<file path="src/rtl/stat_delta_gen.sv">
`default_nettype none
// ============================================================================
// Module      : stat_delta_gen
// Description : Test-pattern transmitter for the delta-pulse statistics path.
//               On start it raises out_live and emits a programmed number of
//               isolated single-cycle ET/veto pulses at a fixed period. Each
//               pulse is surrounded by all-zero cycles. It then drops out_live
//               after a short tail. gen_count = 0 runs until gen_stop.
// Ports       : clk, rst_n (sync, active-low)
//               gen_start, gen_stop             run control
//               gen_et_val, gen_veto_ptn,
//               gen_period, gen_count           run setup, latched at start
//               out_live, out_et[16:0],
//               out_veto[15:0]                  streams to the delta monitor
//               busy, nsent[15:0]               status
// Revision    : 1.0 - initial release
// ============================================================================
module stat_delta_gen #(
    parameter int LEAD_CYC = 3,
    parameter int TAIL_CYC = 2
) (
    input  logic        clk,
    input  logic        rst_n,
    input  logic        gen_start,
    input  logic        gen_stop,
    input  logic [15:0] gen_et_val,
    input  logic [15:0] gen_veto_ptn,
    input  logic [15:0] gen_period,
    input  logic [15:0] gen_count,
    output logic        out_live,
    output logic [16:0] out_et,
    output logic [15:0] out_veto,
    output logic        busy,
    output logic [15:0] nsent
);

    localparam logic [2:0] S_IDLE  = 3'd0;
    localparam logic [2:0] S_LEAD  = 3'd1;
    localparam logic [2:0] S_PULSE = 3'd2;
    localparam logic [2:0] S_GAP   = 3'd3;
    localparam logic [2:0] S_TAIL  = 3'd4;

    // Phase counters count down to 0 on the last cycle of the phase.
    localparam logic [15:0] c_LEAD_LOAD = 16'(LEAD_CYC - 1);
    localparam logic [15:0] c_TAIL_LOAD = 16'(TAIL_CYC - 1);

    logic [2:0]  r_state;
    logic [15:0] r_cnt;
    logic [15:0] r_et_val;
    logic [15:0] r_veto_ptn;
    logic [15:0] r_period_m1;
    logic [15:0] r_count;
    logic [15:0] r_nsent;
    logic        r_live;
    logic [16:0] r_et;
    logic [15:0] r_veto;
    logic        r_busy;

    logic [2:0]  w_state_nxt;
    logic [15:0] w_cnt_nxt;
    logic [15:0] w_nsent_nxt;
    logic [15:0] w_nsent_inc;
    logic [15:0] w_period_m1;
    logic        w_start;

    // Period is clamped to 2 so a zero cycle always separates two pulses.
    assign w_period_m1 = (gen_period < 16'd2) ? 16'd1 : (gen_period - 16'd1);
    assign w_nsent_inc = (r_nsent == 16'hFFFF) ? r_nsent : (r_nsent + 16'd1);

    always_comb begin
        w_state_nxt = r_state;
        w_cnt_nxt   = r_cnt;
        w_nsent_nxt = r_nsent;
        w_start     = 1'b0;
        case (r_state)
            S_IDLE: begin
                // Start takes priority over a simultaneous stop.
                if (gen_start) begin
                    w_start     = 1'b1;
                    w_state_nxt = S_LEAD;
                    w_cnt_nxt   = c_LEAD_LOAD;
                    w_nsent_nxt = 16'd0;
                end
            end
            S_LEAD: begin
                if (gen_stop) begin
                    w_state_nxt = S_TAIL;
                    w_cnt_nxt   = c_TAIL_LOAD;
                end else if (r_cnt == 16'd0) begin
                    w_state_nxt = S_PULSE;
                    w_nsent_nxt = w_nsent_inc;
                end else begin
                    w_cnt_nxt = r_cnt - 16'd1;
                end
            end
            S_PULSE: begin
                // r_nsent already includes the pulse on the wire now.
                if (gen_stop || ((r_count != 16'd0) && (r_nsent == r_count))) begin
                    w_state_nxt = S_TAIL;
                    w_cnt_nxt   = c_TAIL_LOAD;
                end else begin
                    w_state_nxt = S_GAP;
                    w_cnt_nxt   = r_period_m1;
                end
            end
            S_GAP: begin
                // Loaded with period-1; the GAP phase lasts period-1 cycles.
                if (gen_stop) begin
                    w_state_nxt = S_TAIL;
                    w_cnt_nxt   = c_TAIL_LOAD;
                end else if (r_cnt <= 16'd1) begin
                    w_state_nxt = S_PULSE;
                    w_nsent_nxt = w_nsent_inc;
                end else begin
                    w_cnt_nxt = r_cnt - 16'd1;
                end
            end
            S_TAIL: begin
                if (r_cnt == 16'd0) begin
                    w_state_nxt = S_IDLE;
                end else begin
                    w_cnt_nxt = r_cnt - 16'd1;
                end
            end
            default: begin
                w_state_nxt = S_IDLE;
                w_cnt_nxt   = 16'd0;
            end
        endcase
    end

    always_ff @(posedge clk) begin
        if (!rst_n) begin
            r_state     <= S_IDLE;
            r_cnt       <= 16'd0;
            r_et_val    <= 16'd0;
            r_veto_ptn  <= 16'd0;
            r_period_m1 <= 16'd1;
            r_count     <= 16'd0;
            r_nsent     <= 16'd0;
            r_live      <= 1'b0;
            r_et        <= 17'd0;
            r_veto      <= 16'd0;
            r_busy      <= 1'b0;
        end else begin
            r_state <= w_state_nxt;
            r_cnt   <= w_cnt_nxt;
            r_nsent <= w_nsent_nxt;
            if (w_start) begin
                r_et_val    <= gen_et_val;
                r_veto_ptn  <= gen_veto_ptn;
                r_period_m1 <= w_period_m1;
                r_count     <= gen_count;
            end
            // Outputs are registered from the next state so they line up
            // with the cycle the FSM is in.
            r_live <= (w_state_nxt != S_IDLE);
            r_busy <= (w_state_nxt != S_IDLE);
            if (w_state_nxt == S_PULSE) begin
                r_et   <= {1'b0, r_et_val};
                r_veto <= r_veto_ptn;
            end else begin
                r_et   <= 17'd0;
                r_veto <= 16'd0;
            end
        end
    end

    assign out_live = r_live;
    assign out_et   = r_et;
    assign out_veto = r_veto;
    assign busy     = r_busy;
    assign nsent    = r_nsent;

endmodule
`default_nettype wire

</file>
<file path="config.mk">
export PLATFORM = sky130hd
export DESIGN_NAME = stat_delta_gen
export DESIGN_NICKNAME = d
export VERILOG_FILES = /design/src/rtl/stat_delta_gen.sv
export SDC_FILE = /design/constraint.sdc
export NUM_CORES = 1
export LEC_CHECK = 0
export ABC_AREA = 1
export CAP_MARGIN = 20
export CORE_ASPECT_RATIO = 0.6
export CORE_MARGIN = 2
export CORE_UTILIZATION = 57
export CTS_CLUSTER_SIZE = 30
export DETAILED_ROUTE_END_ITERATION = 12
export PLACE_DENSITY = 0.83
export SETUP_SLACK_MARGIN = 0.1
export SYNTH_ARGS = -nofsm -noshare
export SYNTH_HDL_FRONTEND = slang
export SYNTH_SLANG_ARGS = --single-unit
export TNS_END_PERCENT = 1
</file>
<file path="constraint.sdc">
create_clock -name clk -period 4.2 [get_ports clk]
set_clock_uncertainty 0.15 [all_clocks]
set_input_delay 0.84 -clock clk [delete_from_list [all_inputs] [get_ports clk]]
set_output_delay 0.84 -clock clk [all_outputs]
set_load 0.02 [all_outputs]
</file>
**Yosys cells after proc, flatten, opt, wreduce, memory -nomap -nowiden**

Cells that the tools add are included.
W data, S select, Z words.

- Add/subtract/negate cells: 3
- Order comparisons: 2
- Muxes and demuxes: 25
- Reductions and logical operators: 10
- Eq/ne operators: 13

Operators with widths:

| kind | number |
|---|---|
| $mux W16 | 13 |
| $pmux W16 S5 | 1 |
| $pmux W16 S3 | 1 |
| $sub A16 B1 Y16 const B | 2 |
| $mux W3 | 7 |
| $add A16 B1 Y16 const B | 1 |
| $eq A16 B16 Y1 | 1 |
| $eq A16 B16 Y1 const B | 1 |
| $le A16 B1 Y1 const B | 1 |
| $logic_not A16 Y1 | 1 |
| $lt A16 B2 Y1 const B | 1 |
| $reduce_bool A16 Y1 | 1 |
| $pmux W3 S5 | 1 |
| $ne A2 B2 Y1 const B | 5 |
| $eq A3 B2 Y1 const B | 3 |
| $reduce_and A6 Y1 | 1 |
| $reduce_bool A3 Y1 | 2 |
| $reduce_and A2 Y1 | 2 |
| $eq A3 B1 Y1 const B | 1 |
| $eq A3 B3 Y1 const B | 1 |
| $logic_not A3 Y1 | 1 |
| $ne A3 B3 Y1 const B | 1 |
| $mux W1 | 2 |
| $logic_and A1 B1 Y1 | 1 |
| $logic_or A1 B1 Y1 | 1 |

- Word-level logic and storage cells: 64
- Bits in registers: 133
- Bits of input ports: 68
- Output and inout port bits: 51

**Longest topological paths before layout**

- Word-level depth: 7
- Depth in mapped cells: 14
- Gate-level depth less buffers: 14

**Worst setup path before layout**

OpenSTA, ideal clock, no wires.

- Kind: in2reg
- From: input gen_period[0]
- To: register r_period_m1[14]
- Data required time: 3.980 ns
- Cell stages on the path: 9
- Library setup time: 0.070 ns
- Arrival: 2.024 ns
- Path buffers: 0
- Setup slack: 1.955 ns
- Cell sequence: inv_1 -> ha_1 -> nand2_1 -> nor3_2 -> nand3_1 -> nor3_1 -> xor2_1 -> nand2_1 -> a21oi_1

- Word-level cells in the longest chain between the ends: 2
- Elaborated cells on any way between the ends: 3
- Those cells by class: add/sub (1); order compare (1); mux (1)

Ends and longest elaborated chain:

| element | line | source |
|---|---|---|
| from (decl) | 28 | `input logic [15:0] gen_period,` |
| $sub A16 B1 Y16 or $lt A16 B2 Y1 (tied branches) | 67 | `assign w_period_m1 = (gen_period < 16'd2) ? 16'd1 : (gen_period - 16'd1);` |
| $mux W16 (*) | 67 |  |
| to (signal assigned) | 152 | `r_period_m1 <= w_period_m1;` |
| to (decl) | 51 | `logic [15:0] r_period_m1;` |

Every way passes the cells marked *; elsewhere a longest branch is shown, timed or not.
A chain may end at the register's enable or synchronous reset.

**Worst setup path after layout**

- From: input gen_stop
- To: register r_nsent[13] (netlist: nsent[13])

- Word-level cells in the longest chain between the ends: 2
- Elaborated cells on any way between the ends: 3
- Those cells by class: eq/ne (2); reduce/logical (1)

Ends and longest elaborated chain:

| element | line | source |
|---|---|---|
| from (decl) | 25 | `input logic gen_stop,` |
| $ne A2 B2 Y1 (no source line) | - |  |
| $reduce_and A6 Y1 (no source line) (*) | - |  |
| to (signal assigned) | 148 | `r_nsent <= w_nsent_nxt;` |
| to (decl) | 53 | `logic [15:0] r_nsent;` |

Marked as above.

==> flow_metrics.py <==
metrics = {
    "hold_path": {
        "hold_depth": 2,
        "min_to": "out_veto[14]",
        "holdCritStartpoint": "r_veto_ptn[14]",
        "hold_path.class": "reg -> reg",
    },
    "place": {
        "gp_congestion": 0.923,
        "dp_hpwl_microns": 11200,
        "port_buffers": 117,
        "post-place-cells": 1111,
    },
    "synthesis": {
        "yosysSeqAreaShare": 0.413,
        "synth_edf_count": 0,
        "synth_area_sq_um": 6390,
        "synthTopCellsByArea": "dfxtp_1, nand2_1, inv_1, a21oi_1, nor2_4",
        "synthesis.nets": 955,
        "async_reset_ff_frac": 0,
        "synth_seq_cells": 132,
        "ys.flop_type": "dfxtp_1",
        "yosysMostFrequentCell": "nand2_1",
        "ys_top_cells_by_count": "nand2_1, dfxtp_1, inv_1",
        "synth_top_area_cell": "dfxtp_1",
        "avgSynthCellArea_sq_um": 7.24,
        "postSynthCellCount": 883,
        "synthDominantCellAreaShare": 0.413,
        "yosys_warnings": 0,
        "ys_types": 38,
    },
    "finish": {
        "antenna_cells": 0,
        "final_util": 0.761,
        "layoutNonFillerInstCount": 1143,
        "syn_to_final_growth_pct": 27.9,
        "fillers": 802,
        "drive_above_1_share": 0.0976,
        "finalNetCount": 1063,
    },
    "sta": {
        "rsz0062_at_grt": "no",
        "finalSetupTns_ns": 0,
        "setup_viol": 0,
        "worstMarginPinSlew_ns": 1.00,
        "min_period_ns": 2.91,
        "slew_violations": 0,
        "max_slew_margin": 0.333,
        "hold_slack_ns": 0.291,
        "fin_crit_sh": 0.693,
        "max_freq_mhz": 344,
        "finalHoldViolCount": 0,
    },
    "worst_setup_path": {
        "cp_max_fo": 21,
        "endpoint_kind": "flip-flop",
        "critPathLaunchType": "primary input",
        "reg2reg_depth": 14,
        "cp_slowest_cell": "clkdlybuf4s50_1",
        "timing.reg2reg.setup_slack_ns": 1.47,
        "cpPeakStageDelay_ns": 0.46,
        "worst-endpoint-required_ns": 4.39,
        "criticalPathCategory": "in -> reg",
        "cp_num_buf_inv": 4,
        "arrival_ns": 3.10,
        "path_common_cell": "inv_1",
        "cp_cell_sequence": "clkdlybuf4s50_1, inv_1, nand2_1, clkinv_1, o21ai_1, nor2_2, nand2_2, inv_1, nand3_1, a21oi_1",
        "r2r-start": "nsent[8]",
        "critPathTopFamily": "buffers and inverters",
        "rr_endpoint": "out_et[11]",
    },
    "power": {
        "peakVddDrop_uv": 330,
        "leakage_nw": 3.33,
        "power_density_nw_per_um2": 431,
        "p_total_mw": 3.52,
    },
    "clocking": {
        "cts_resized": 0,
        "clk_pin_slew_ns": 0.06,
        "cts_root_buf": "clkbuf_16",
        "insertion_delay_ns": 0.42,
        "cts_buffers": 17,
        "tritoncts": "yes",
        "cts_hold_buffers": 0,
        "cts_htree_levels": 4,
        "cts_setup_buffers": 0,
        "cts_sinks": 132,
        "clk_path_buf_depth": 2,
    },
    "detailed_routing": {
        "drt-total-wl_microns": 16400,
        "routedWlPerCell_microns": 14.3,
        "avgViaCountPerCell": 5.27,
        "num_vias": 6025,
        "drc": 0,
        "first_pass_iters": 5,
        "drtIter0Drc": 483,
        "ant_nets": 0,
    },
    "global_routing": {
        "grt_pass1_wl_microns": 27200,
        "antenna_found_initial": 0,
        "first_global_vias": 5649,
        "grt_max_degree": 112,
        "grt_use_total": 0.281,
        "grt_overflow": 0,
    },
    "floorplanning": {
        "fp.dieW_microns": 141,
        "die-height_microns": 86.0,
        "io_pins": 119,
        "fp.coreArea_sq_um": 10700,
        "fp-row-count": 29,
        "start_util": 0.595,
        "die_area_sq_um": 12100,
    },
    "job": {
        "max_cap_viol_count": 0,
    },
    "run_status": {
        "status": "complete, no violations",
    },
}
[per-layer routing]
metal | vias up | share of wire | global-route usage
met5 | - | 0 | 0
met4 | 0 | 0.017 | 0.114
met3 | 24 | 0.087 | 0.0553
met2 | 260 | 0.43 | 0.426
met1 | 2712 | 0.47 | 0.395
li1 | 3029 | - | -
[layout by cell type, fill, tap and decap left out, types with 5 or more instances in the layout]
master | netlist | final
nand2_1 | 176 | 176
clkbuf_16 | 0 | 17
nand4_1 | 17 | 17
inv_2 | 5 | 6
xor2_1 | 23 | 23
inv_1 | 117 | 116
nor2_2 | 5 | 5
a21oi_1 | 86 | 86
dfxtp_1 | 132 | 132
nor2_4 | 34 | 34
buf_4 | 3 | 6
nor3_1 | 19 | 19
nand3_1 | 40 | 40
clkdlybuf4s50_1 | 0 | 116
o21ai_0 | 76 | 76
nor2_1 | 82 | 82
[area by class of cell]
type | instances | area, sq um | share of cell area
multi-input cells | 591 | 3080 | 0.376
well taps | 139 | 174 | 0.0213
inverters | 126 | 473 | 0.0579
clock buffers | 17 | 425 | 0.0520
clock inverters | 15 | 173 | 0.0211
flip-flops and latches | 132 | 2640 | 0.323
repair buffers | 123 | 1210 | 0.148
[worst max-delay path by stage]
| stage | from | to | slack (ns) | depth (start not counted) |
|---|---|---|---|---|
| 4_1_cts | gen_stop | nsent[13] | 1.36 | 10 |
| 3_5_place_dp | gen_stop | out_veto[12] | 0.93 | 12 |
| 6_report | gen_stop | nsent[13] | 1.29 | 10 |
| 2_1_floorplan | gen_period[0] | r_period_m1[14] | 1.96 | 9 |
| 5_1_grt | gen_stop | nsent[13] | 1.11 | 10 |
| 3_3_place_gp | gen_stop | out_et[11] | 1.0 | 12 |
[tightest hold or removal path, delay by kind of cell, from the launching register on]
| family | cells | cell delay [ns] |
|---|---|---|
| flip-flops | 1 | 0.29 |
| buffers and inverters | 1 | 0.06 |
| AND/OR/NAND/NOR | 1 | 0.05 |
[flip-flops by register name (all words and copies together), names as in the netlist]
signal,cells
out_et,16
r_state,3
r_count,16
r_veto_ptn,16
out_veto,16
r_et_val,16
r_cnt,16
busy,1
r_period_m1,16
nsent,16
[power breakdown]
group          switching (mW)  leakage, nW  internal, mW
combinational           0.417         1.96         0.228
clock                   0.602        0.289         0.890
sequential             0.0460         1.08          1.34
[metrics by stage]
| stage | cell area [sq um] | setup slack (ns) |
|---|---|---|
| after floorplan | 6390 | 1.96 |
| after global routing | 8170 | 1.11 |
| after global placement | 7580 | 0.996 |
| after detailed placement | 7580 | 0.931 |
| after CTS | 8170 | 1.36 |
| final | 8170 | 1.29 |
[cells by family (layout without fill, tap and decap cells)]
family,Yosys count,count (layout),synth area share
adder cells (fa/ha/maj),4,4,0.00783
flip-flops,132,132,0.413
other,1,1,0.000587
buffers and inverters,160,281,0.105
AO/OA/AOI/OAI,172,172,0.137
AND/OR/NAND/NOR,389,389,0.301
XOR/XNOR,25,25,0.0343
(Power assumes the default switching activity.)
